`src/rtl/fpga_cfg_pkg.sv`:
```
// fpga_cfg_pkg: shared fixed-point configuration for the math datapath blocks.
package fpga_cfg_pkg;

   localparam int FP_WIDTH     = 32;
   localparam int FP_QFRAC     = 16;
   localparam int FP_DIV_ROUND = 1;
   localparam int FP_DIV_SAT   = 1;

   // Largest positive two's-complement value of the given width, zero-extended to 64 bits
   function automatic logic [63:0] fx_max(input int width);
      return (64'd1 << (width - 1)) - 64'd1;
   endfunction

   // Bit pattern of the most negative two's-complement value of the given width
   function automatic logic [63:0] fx_min(input int width);
      return 64'd1 << (width - 1);
   endfunction

endpackage

```
`src/rtl/fx_div_step.sv`:
```
// fx_div_step: one radix-2 restoring division step (combinational).
module fx_div_step #(
   parameter int WIDTH = 33
) (
   input  logic [WIDTH-1:0] rem,
   input  logic [WIDTH-1:0] divisor,
   input  logic             next_bit,
   output logic [WIDTH-1:0] rem_next,
   output logic             q_bit
);
   logic [WIDTH-1:0] shifted;

   // Shift in the next dividend bit; a set bit shifted out means the value exceeds any divisor
   always_comb begin
      shifted  = {rem[WIDTH-2:0], next_bit};
      q_bit    = rem[WIDTH-1] || (shifted >= divisor);
      rem_next = q_bit ? (shifted - divisor) : shifted;
   end

endmodule

```
`src/rtl/fx_div_iter.sv`:
```
// fx_div_iter: signed Q(WIDTH-QFRAC).QFRAC divider, radix-2 restoring, one quotient bit per clock.
module fx_div_iter
   import fpga_cfg_pkg::*;
#(
   parameter int WIDTH = FP_WIDTH,
   parameter int QFRAC = FP_QFRAC,
   parameter int ROUND = FP_DIV_ROUND,
   parameter int SAT   = FP_DIV_SAT
) (
   input  logic                    clk,
   input  logic                    rst,
   input  logic                    valid_in,
   output logic                    ready_out,
   input  logic signed [WIDTH-1:0] numerator,
   input  logic signed [WIDTH-1:0] denominator,
   output logic                    valid_out,
   input  logic                    ready_in,
   output logic signed [WIDTH-1:0] result,
   output logic                    div_by_zero,
   output logic                    overflow
);
   // Quotient bits: integer + fraction, plus one guard bit when rounding
   localparam int N  = WIDTH + QFRAC + ROUND;
   localparam int MW = WIDTH + 1;
   localparam int CW = $clog2(N);
   localparam logic [63:0]      MAX64   = fx_max(WIDTH);
   localparam logic [63:0]      MIN64   = fx_min(WIDTH);
   localparam logic [WIDTH-1:0] MAX_POS = MAX64[WIDTH-1:0];
   localparam logic [WIDTH-1:0] MIN_NEG = MIN64[WIDTH-1:0];
   localparam logic [N-1:0]     LIM_POS = N'(MAX64);
   localparam logic [N-1:0]     LIM_NEG = N'(MIN64);

   if (QFRAC <= 0 || QFRAC >= WIDTH) begin : g_bad_qfrac
      $error("fx_div_iter: QFRAC must satisfy 0 < QFRAC < WIDTH");
   end
   if (ROUND != 0 && ROUND != 1) begin : g_bad_round
      $error("fx_div_iter: ROUND must be 0 or 1");
   end
   if (SAT != 0 && SAT != 1) begin : g_bad_sat
      $error("fx_div_iter: SAT must be 0 or 1");
   end
   if (WIDTH > 64) begin : g_bad_width
      $error("fx_div_iter: WIDTH above 64 is not supported");
   end

   typedef enum logic [1:0] {IDLE, CALC, DONE} state_t;

   state_t                  state;
   logic [CW-1:0]           cnt;
   logic                    step_done;
   logic                    sign_p0;
   logic                    num_neg_p0;
   logic                    num_zero_p0;
   logic                    dz_p0;
   logic [MW-1:0]           den_p0;
   logic [MW-1:0]           rem_p0;
   logic [N-1:0]            dvd_p0;
   logic [N-1:0]            quo_p0;

   logic                    accept;
   logic signed [MW-1:0]    num_ext;
   logic signed [MW-1:0]    den_ext;
   logic [MW-1:0]           num_abs;
   logic [MW-1:0]           den_abs;
   logic [N-1:0]            dvd_init;
   logic [MW-1:0]           rem_nxt;
   logic                    q_bit;
   logic [N-1:0]            mag;
   logic                    ovf_c;
   logic [WIDTH-1:0]        res_wrap;
   logic [WIDTH-1:0]        fin_res;
   logic                    fin_ovf;

   assign ready_out = !rst && (state == IDLE || (state == DONE && ready_in));
   assign accept    = valid_in && ready_out;

   // Operand magnitudes one bit wider so the most negative input has a representable magnitude
   always_comb begin
      num_ext  = {numerator[WIDTH-1], numerator};
      den_ext  = {denominator[WIDTH-1], denominator};
      num_abs  = numerator[WIDTH-1] ? -num_ext : num_ext;
      den_abs  = denominator[WIDTH-1] ? -den_ext : den_ext;
      dvd_init = N'({num_abs, {(QFRAC + ROUND){1'b0}}});
   end

   fx_div_step #(.WIDTH(MW)) u_step (
      .rem      (rem_p0),
      .divisor  (den_p0),
      .next_bit (dvd_p0[N-1]),
      .rem_next (rem_nxt),
      .q_bit    (q_bit)
   );

   // Finalise: round the guard bit away from zero, detect range overflow, then saturate or wrap
   always_comb begin
      if (ROUND != 0) mag = (quo_p0 >> 1) + N'(quo_p0[0]);
      else            mag = quo_p0;
      ovf_c    = sign_p0 ? (mag > LIM_NEG) : (mag > LIM_POS);
      res_wrap = WIDTH'(sign_p0 ? (~mag + N'(1)) : mag);
      if (dz_p0)
         fin_res = num_zero_p0 ? '0 : (num_neg_p0 ? MIN_NEG : MAX_POS);
      else if (ovf_c && SAT != 0)
         fin_res = sign_p0 ? MIN_NEG : MAX_POS;
      else
         fin_res = res_wrap;
      fin_ovf = ovf_c && !dz_p0;
   end

   // --- stage p0: control FSM, operand flags and registered outputs ---
   always_ff @(posedge clk or posedge rst) begin
      if (rst) begin
         state       <= IDLE;
         cnt         <= '0;
         step_done   <= 1'b0;
         sign_p0     <= 1'b0;
         num_neg_p0  <= 1'b0;
         num_zero_p0 <= 1'b0;
         dz_p0       <= 1'b0;
         valid_out   <= 1'b0;
         result      <= '0;
         div_by_zero <= 1'b0;
         overflow    <= 1'b0;
      end else begin
         if (accept) begin
            sign_p0     <= numerator[WIDTH-1] ^ denominator[WIDTH-1];
            num_neg_p0  <= numerator[WIDTH-1];
            num_zero_p0 <= (numerator == '0);
            dz_p0       <= (denominator == '0);
            cnt         <= CW'(N - 1);
            step_done   <= 1'b0;
         end
         case (state)
            IDLE: begin
               if (accept) state <= CALC;
            end
            CALC: begin
               if (step_done) begin
                  result      <= fin_res;
                  div_by_zero <= dz_p0;
                  overflow    <= fin_ovf;
                  valid_out   <= 1'b1;
                  state       <= DONE;
               end else if (cnt == '0) begin
                  step_done <= 1'b1;
               end else begin
                  cnt <= cnt - 1'b1;
               end
            end
            DONE: begin
               if (ready_in) begin
                  valid_out <= 1'b0;
                  state     <= accept ? CALC : IDLE;
               end
            end
            default: state <= IDLE;
         endcase
      end
   end

   // --- stage p0: iteration datapath (no reset; always reloaded on accept) ---
   always_ff @(posedge clk) begin
      if (accept) begin
         den_p0 <= den_abs;
         dvd_p0 <= dvd_init;
         rem_p0 <= '0;
         quo_p0 <= '0;
      end else if (state == CALC && !step_done) begin
         rem_p0 <= rem_nxt;
         dvd_p0 <= dvd_p0 << 1;
         quo_p0 <= {quo_p0[N-2:0], q_bit};
      end
   end

endmodule

```
`config.mk`:
```
export PLATFORM = sky130hd
export DESIGN_NAME = fx_div_iter
export DESIGN_NICKNAME = d
export VERILOG_FILES = /design/src/rtl/fpga_cfg_pkg.sv /design/src/rtl/fx_div_step.sv /design/src/rtl/fx_div_iter.sv
export SDC_FILE = /design/constraint.sdc
export NUM_CORES = 1
export LEC_CHECK = 0
export CAP_MARGIN = 15
export CORE_UTILIZATION = 54
export DETAILED_ROUTE_END_ITERATION = 12
export GPL_TIMING_DRIVEN = 0
export PLACE_DENSITY = 0.86
export SYNTH_ARGS = -nofsm -noshare
export SYNTH_HDL_FRONTEND = slang
export SYNTH_HIERARCHICAL = 1
export SYNTH_SLANG_ARGS = --single-unit
```
`constraint.sdc`:
```
create_clock -name clk -period 3.2 [get_ports clk]
set_input_delay 0.32 -clock clk [delete_from_list [all_inputs] [get_ports clk]]
set_output_delay 0.32 -clock clk [all_outputs]
set_load 0.05 [all_outputs]
```
Word level (Yosys, flattened, before mapping)
Index checks and enable logic that the tools add are counted.

operators by class
  reductions and logical operators = 19
  multiplexer cells = 28
  equality and inequality tests = 5
  bitwise operators = 2
  $add $sub $neg = 6
  $lt $le $gt $ge = 3

operator list
  kind                                                                    number
  32-bit 2-to-1 mux                                                       7
  49-bit 2-to-1 mux                                                       2
  32-bit logical NOT                                                      2
  48-bit by 1-bit adder with 49-bit output                                1
  49-bit by 31-bit > comparator with 1-bit output, second input constant  1
  49-bit by 32-bit > comparator with 1-bit output, second input constant  1
  33-bit greater-or-equal comparator                                      1
  33-bit 2-to-1 mux                                                       1
  32-bit negation with 33-bit output                                      1
  33-bit subtractor                                                       1
  32-bit by 1-bit adder with 32-bit output, second input constant         1
  32-bit negation                                                         1
  32-bit NOT                                                              1
  31-bit 2-to-1 mux                                                       1
  6-bit 2-to-1 mux                                                        4
  1-bit 2-to-1 mux                                                        8
  6-bit logical NOT                                                       1
  2-bit 2-to-1 mux                                                        3
  2-bit inequality test, second input constant                            3
  2-bit one-hot mux with 3 select lines                                   1
  3-bit AND reduction                                                     2
  6-bit by 1-bit subtractor with 6-bit output, second input constant      1
  1-bit logical AND                                                       5
  2-bit nonzero test                                                      2
  8 further kinds                                                         11

storage, ports and cells
  logic and storage cells = 79
  input bits = 68
  output and inout port bits = 36
  bits in registers = 195

Depth between registers and ports, before layout
  word-level depth = 9
  mapped depth = 14
  mapped depth without buffers = 13

Cells and area by module
The synthesis kept the hierarchy.

modules (own cells, without submodules)
  module       times used  cells each  area each (sq um)
  fx_div_iter  1           1286        10978.0
  fx_div_step  1           335         2484.9

Least setup slack after synthesis
No wires, ideal clock.

  path type = register to register
  start = reg state[1]
  end = reg den_p0[0], enable pin
  stages on the path, launching flop included = 7
  path buffers = 2
  slack = -483 ps
  data required time = 2790 ps
  arrival time = 3273 ps
  path through = dfrtp_1 -> nor2b_1 -> nor3_1 -> nand2_1 -> clkbuf_1 -> inv_2 -> clkbuf_1

between the ends
  word-level cells in the longest chain between the ends = 5

ends and longest elaborated chain
  item                      line                source
  start: declaration        fx_div_iter.sv:48   state_t state;
  start signal: assignment  fx_div_iter.sv:152  state <= accept ? CALC : IDLE;
  2-bit == test             fx_div_iter.sv:74   assign ready_out = !rst && (state == IDLE || (state == DONE && ready_in));
  1-bit logical AND         fx_div_iter.sv:74
  1-bit logical OR *        fx_div_iter.sv:74
  1-bit logical AND *       fx_div_iter.sv:74
  net ready_out             fx_div_iter.sv:13   output logic ready_out,
  1-bit logical AND *       fx_div_iter.sv:75   assign accept = valid_in && ready_out;
  net accept                fx_div_iter.sv:60   logic accept;
  end signal: assignment    fx_div_iter.sv:163  den_p0 <= den_abs;
  end: declaration          fx_div_iter.sv:55   logic [MW-1:0] den_p0;

The timed path passes the listed nets; every way through them passes the cells marked *.
A chain may end at the register's enable or synchronous reset.

Final worst setup path
  start = reg quo_p0[8]
  end = reg result[10]

between the ends
  word-level cells in the longest chain between the ends = 6

ends and longest elaborated chain
  item                                        line                source
  start: declaration                          fx_div_iter.sv:58   logic [N-1:0] quo_p0;
  start signal: assignment                    fx_div_iter.sv:170  quo_p0 <= {quo_p0[N-2:0], q_bit};
  48-bit by 1-bit adder with 49-bit output *  fx_div_iter.sv:96   if (ROUND != 0) mag = (quo_p0 >> 1) + N'(quo_p0[0]);
  32-bit NOT                                  fx_div_iter.sv:99   res_wrap = WIDTH'(sign_p0 ? (~mag + N'(1)) : mag);
  32-bit by 1-bit adder with 32-bit output    fx_div_iter.sv:99
  32-bit 2-to-1 mux                           fx_div_iter.sv:99
  32-bit 2-to-1 mux *                         fx_div_iter.sv:102  else if (ovf_c && SAT != 0)
  32-bit 2-to-1 mux *                         fx_div_iter.sv:100  if (dz_p0)
  end signal: assignment                      fx_div_iter.sv:138  result <= fin_res;
  end: declaration                            fx_div_iter.sv:18   output logic signed [WIDTH-1:0] result,

Mark *: on every way between the ends. The rest lies on a longest branch, timed or not.

==> results.tsv <==
metric	value	unit
Initial Util	55.2	%
post-synth net total	1731	
count of synthesis-stage warnings from yosys	6	
final design utilization	69.2	%
Least-Margin Pin Slew	1030	ps
number of H-tree levels	4	
GRT Util Overall	28.7	%
worst-path fanout max	7	
run status	finished with violations	
clock tree from TritonCTS	yes	
die height	160	um
cell types with the largest area share after synthesis	edfxtp_1, dfxtp_1, dfrtp_1	
primary flip-flop cell chosen by synthesis mapping	dfxtp_1	
aggregate negative setup slack	-5430	ps
setup violators final	32	
overall overflow remaining after global route	0	
antenna violations before repair	1	
maximum buffer depth of the clock tree	2	
worst endpoint data arrival time	3760	ps
class of the tightest hold or removal check	input port to asynchronous set/reset pin	
first-pass GRT wire length	60700	um
number of DRC markers after the initial detailed-route iteration	1529	
maximum vdd ir drop	0.000738	V
die width	160	um
post-detailed-route DRC marker count	0	
cell family contributing the most delay on the critical path	simple AND/OR/NAND/NOR gates	
Synth top cells by count	nand2_1, a21oi_1, o21ai_0, xnor2_1, nor2_1	
num rows	57	
minimum setup slack in the final design	-220	ps
share of the cycle needed by the critical path after routing	107	%
fraction of layout cells with a size suffix above 1	15.4	%
power density normalized to cell area	976	mW/mm^2
failing checks	negative setup slack	
total number of vias	13300	
Final Non-Filler Cells	2125	
clock-pin slew on the worst setup and hold paths	90	ps
via density per instance	6.27	
RSZ-0062 raised after global routing	yes	
Final min period	3420	ps
setup clock skew after layout	20.0	ps
DR WL/cell	18.6	um
Data required, critical path	3540	ps
number of instances in the placed design	2050	
Pre-antenna DRT Iters	6	
Post-Synthesis Cell Area	0.0135	mm^2
number of antenna-violating nets in the routed design	0	
final hold vios	0	
Hold-fix buffers, CTS	0	
sort of element at the end of the critical path	flip-flop	
number of primary I/O pins	104	
number of enable-type register cells in the synthesized netlist	65	
Final #Nets	1898	
worst-path cell with the longest stage delay	and4b_2	
final number of max-transition violations	0	
DP Worst Slack	-941	ps
most area-hungry cell type in the Yosys netlist	edfxtp_1	
Synth-to-Final Area Change	25.3	%
source-to-sink clock delay at the later pin of the worst-skew pair	450	ps
largest net degree at the start of global routing	43	
total power after layout	16.5	mW
Synth async-reset ratio	24.6	%
core region area	0.0244	mm^2
minimum setup slack among reg-to-reg paths	-220	ps
Cell variety after synth	83	
gate count of the mapped netlist	1621	
clock net sink count	195	
final antenna diode count	0	
number of buffers created by CTS	17	
area of the die	0.0256	mm^2
routed wire length	39600	um
number of global-route vias before repair	12700	
max frequency	292	MHz
average cell area after synthesis	8.31	um^2
count of port buffers added during placement	102	
Critical Path, Cell by Cell	buf_6, nand4_4, buf_6, buf_4, buf_4, nor4_1, xnor2_1, nand4b_1, and4b_2, a31o_2, nand2_4, a211o_4, buf_12, o32ai_4	
Final HPWL DP	26000	um
Max-cap violations	0	
dominant cell by count in the synthesized netlist	nand2_1	
Bufs and invs on worst path	5	
total leakage power	6.51	nW
critical setup path kind	flip-flop to flip-flop	
critical path launch point type	flip-flop	
share of the synthesized area in the top cell type	14.5	%
Placer Congestion	0.944	
relative max-transition margin	31.0	%
register bit total from synthesis	195	
highest cell delay on the worst timing path	430	ps
Root Driver	clkbuf_16	
sequential-to-total area share from yosys stat	35.6	%
per-layer routing:
layer	GRT usage, %	vias up	part of all wire (%)
li1	-	6138	-
met1	35.0	6306	40
met3	4.08	203	6.4
met5	0	-	0.033
met4	12.6	2	4.7
met2	50.2	675	49
cell usage in the layout (no fill, tap or decap), types with 10 or more instances in the layout:
cell type and n:
dfrtp_1 48, o32ai_2 19, a21o_1 11, a21oi_1 115, and4_1 12, edfxtp_1 65
xor2_1 52, clkbuf_16 22, clkbuf_1 71, buf_6 10, mux2_4 26, nand3_1 34
buf_4 50, clkdlybuf4s50_1 102, nand4_1 29, xnor2_1 86, or3_1 19, o31ai_1 19
nor3_1 25, inv_1 57, nor4_1 14, nand2_1 305, or2_2 12, ha_1 39
nand2b_1 13, nor2_1 81, o21ai_0 98, dfxtp_1 71, or4_1 13, mux2i_1 11
worst paths after layout:
check	start	end	cells after the start
worst min-delay path	rst	result[28]	2
worst max-delay path	quo_p0[8]	result[10]	14
worst min register to register	rem_p0[17]	rem_p0[17]	2
min in group clk	rem_p0[17]	rem_p0[17]	2
worst max register to register	quo_p0[8]	result[10]	14
max in group asynchronous	rst	result[0]	3
cell type report:
class	count	area, um^2
plain buffers	106	579
clock buffers	18	429
clock inverters	14	136
fillers	1736	7520
inverters	60	225
multi-input cells	1252	8720
flip-flops and latches	195	4820
well taps	324	405
repair buffers	156	1560
registers in the layout (all words and copies together) (netlist names):
| register | flops |
|---|---|
| num_zero_p0 | 1 |
| overflow | 1 |
| quo_p0 | 49 |
| dvd_p0 | 32 |
| num_neg_p0 | 1 |
| valid_out | 1 |
| rem_p0 | 33 |
| div_by_zero | 1 |
| sign_p0 | 1 |
| cnt | 6 |
| step_done | 1 |
| dz_p0 | 1 |
| state | 2 |
| result | 32 |
| den_p0 | 33 |
power breakdown:
part	internal, mW	switching (mW)	leakage (nW)
Sequential	3.57	0.555	1.86
Combinational	4.28	5.92	4.37
Clock	1.04	1.11	0.274
Total	8.89	7.59	6.51
timing repair:
item / 4_1_cts / 5_1_grt
buffers inserted: 16 / 28
gates resized for setup: 86 / 88
pin swaps: 17 / 34
cloned: 1 / 6
endpoints found under the hold margin: 0 / 0
endpoints found under the setup margin: 39 / 67
cells by family (layout without fill, tap and decap cells):
kind of cell	count (synthesis)	after routing	synth area share (%)
xor gates and xnor gates	142	142	9.24
buffers and inverters	174	354	5.55
DFF	195	195	35.6
AOI/OAI and AO/OA	386	386	18.5
muxes	41	41	4.02
other	1	1	0.0279
and+or+nand+nor	640	640	23.1
adders and majority gates	42	42	3.96
metrics by stage:
stage,cell area (um^2),hold WS [ps]
after floorplan,13500,419
after global placement,14900,452
after detailed placement,15000,460
after CTS,16100,269
after global routing,16900,288
final,16900,257
No activity file was read; power rests on OpenSTA's default activity.
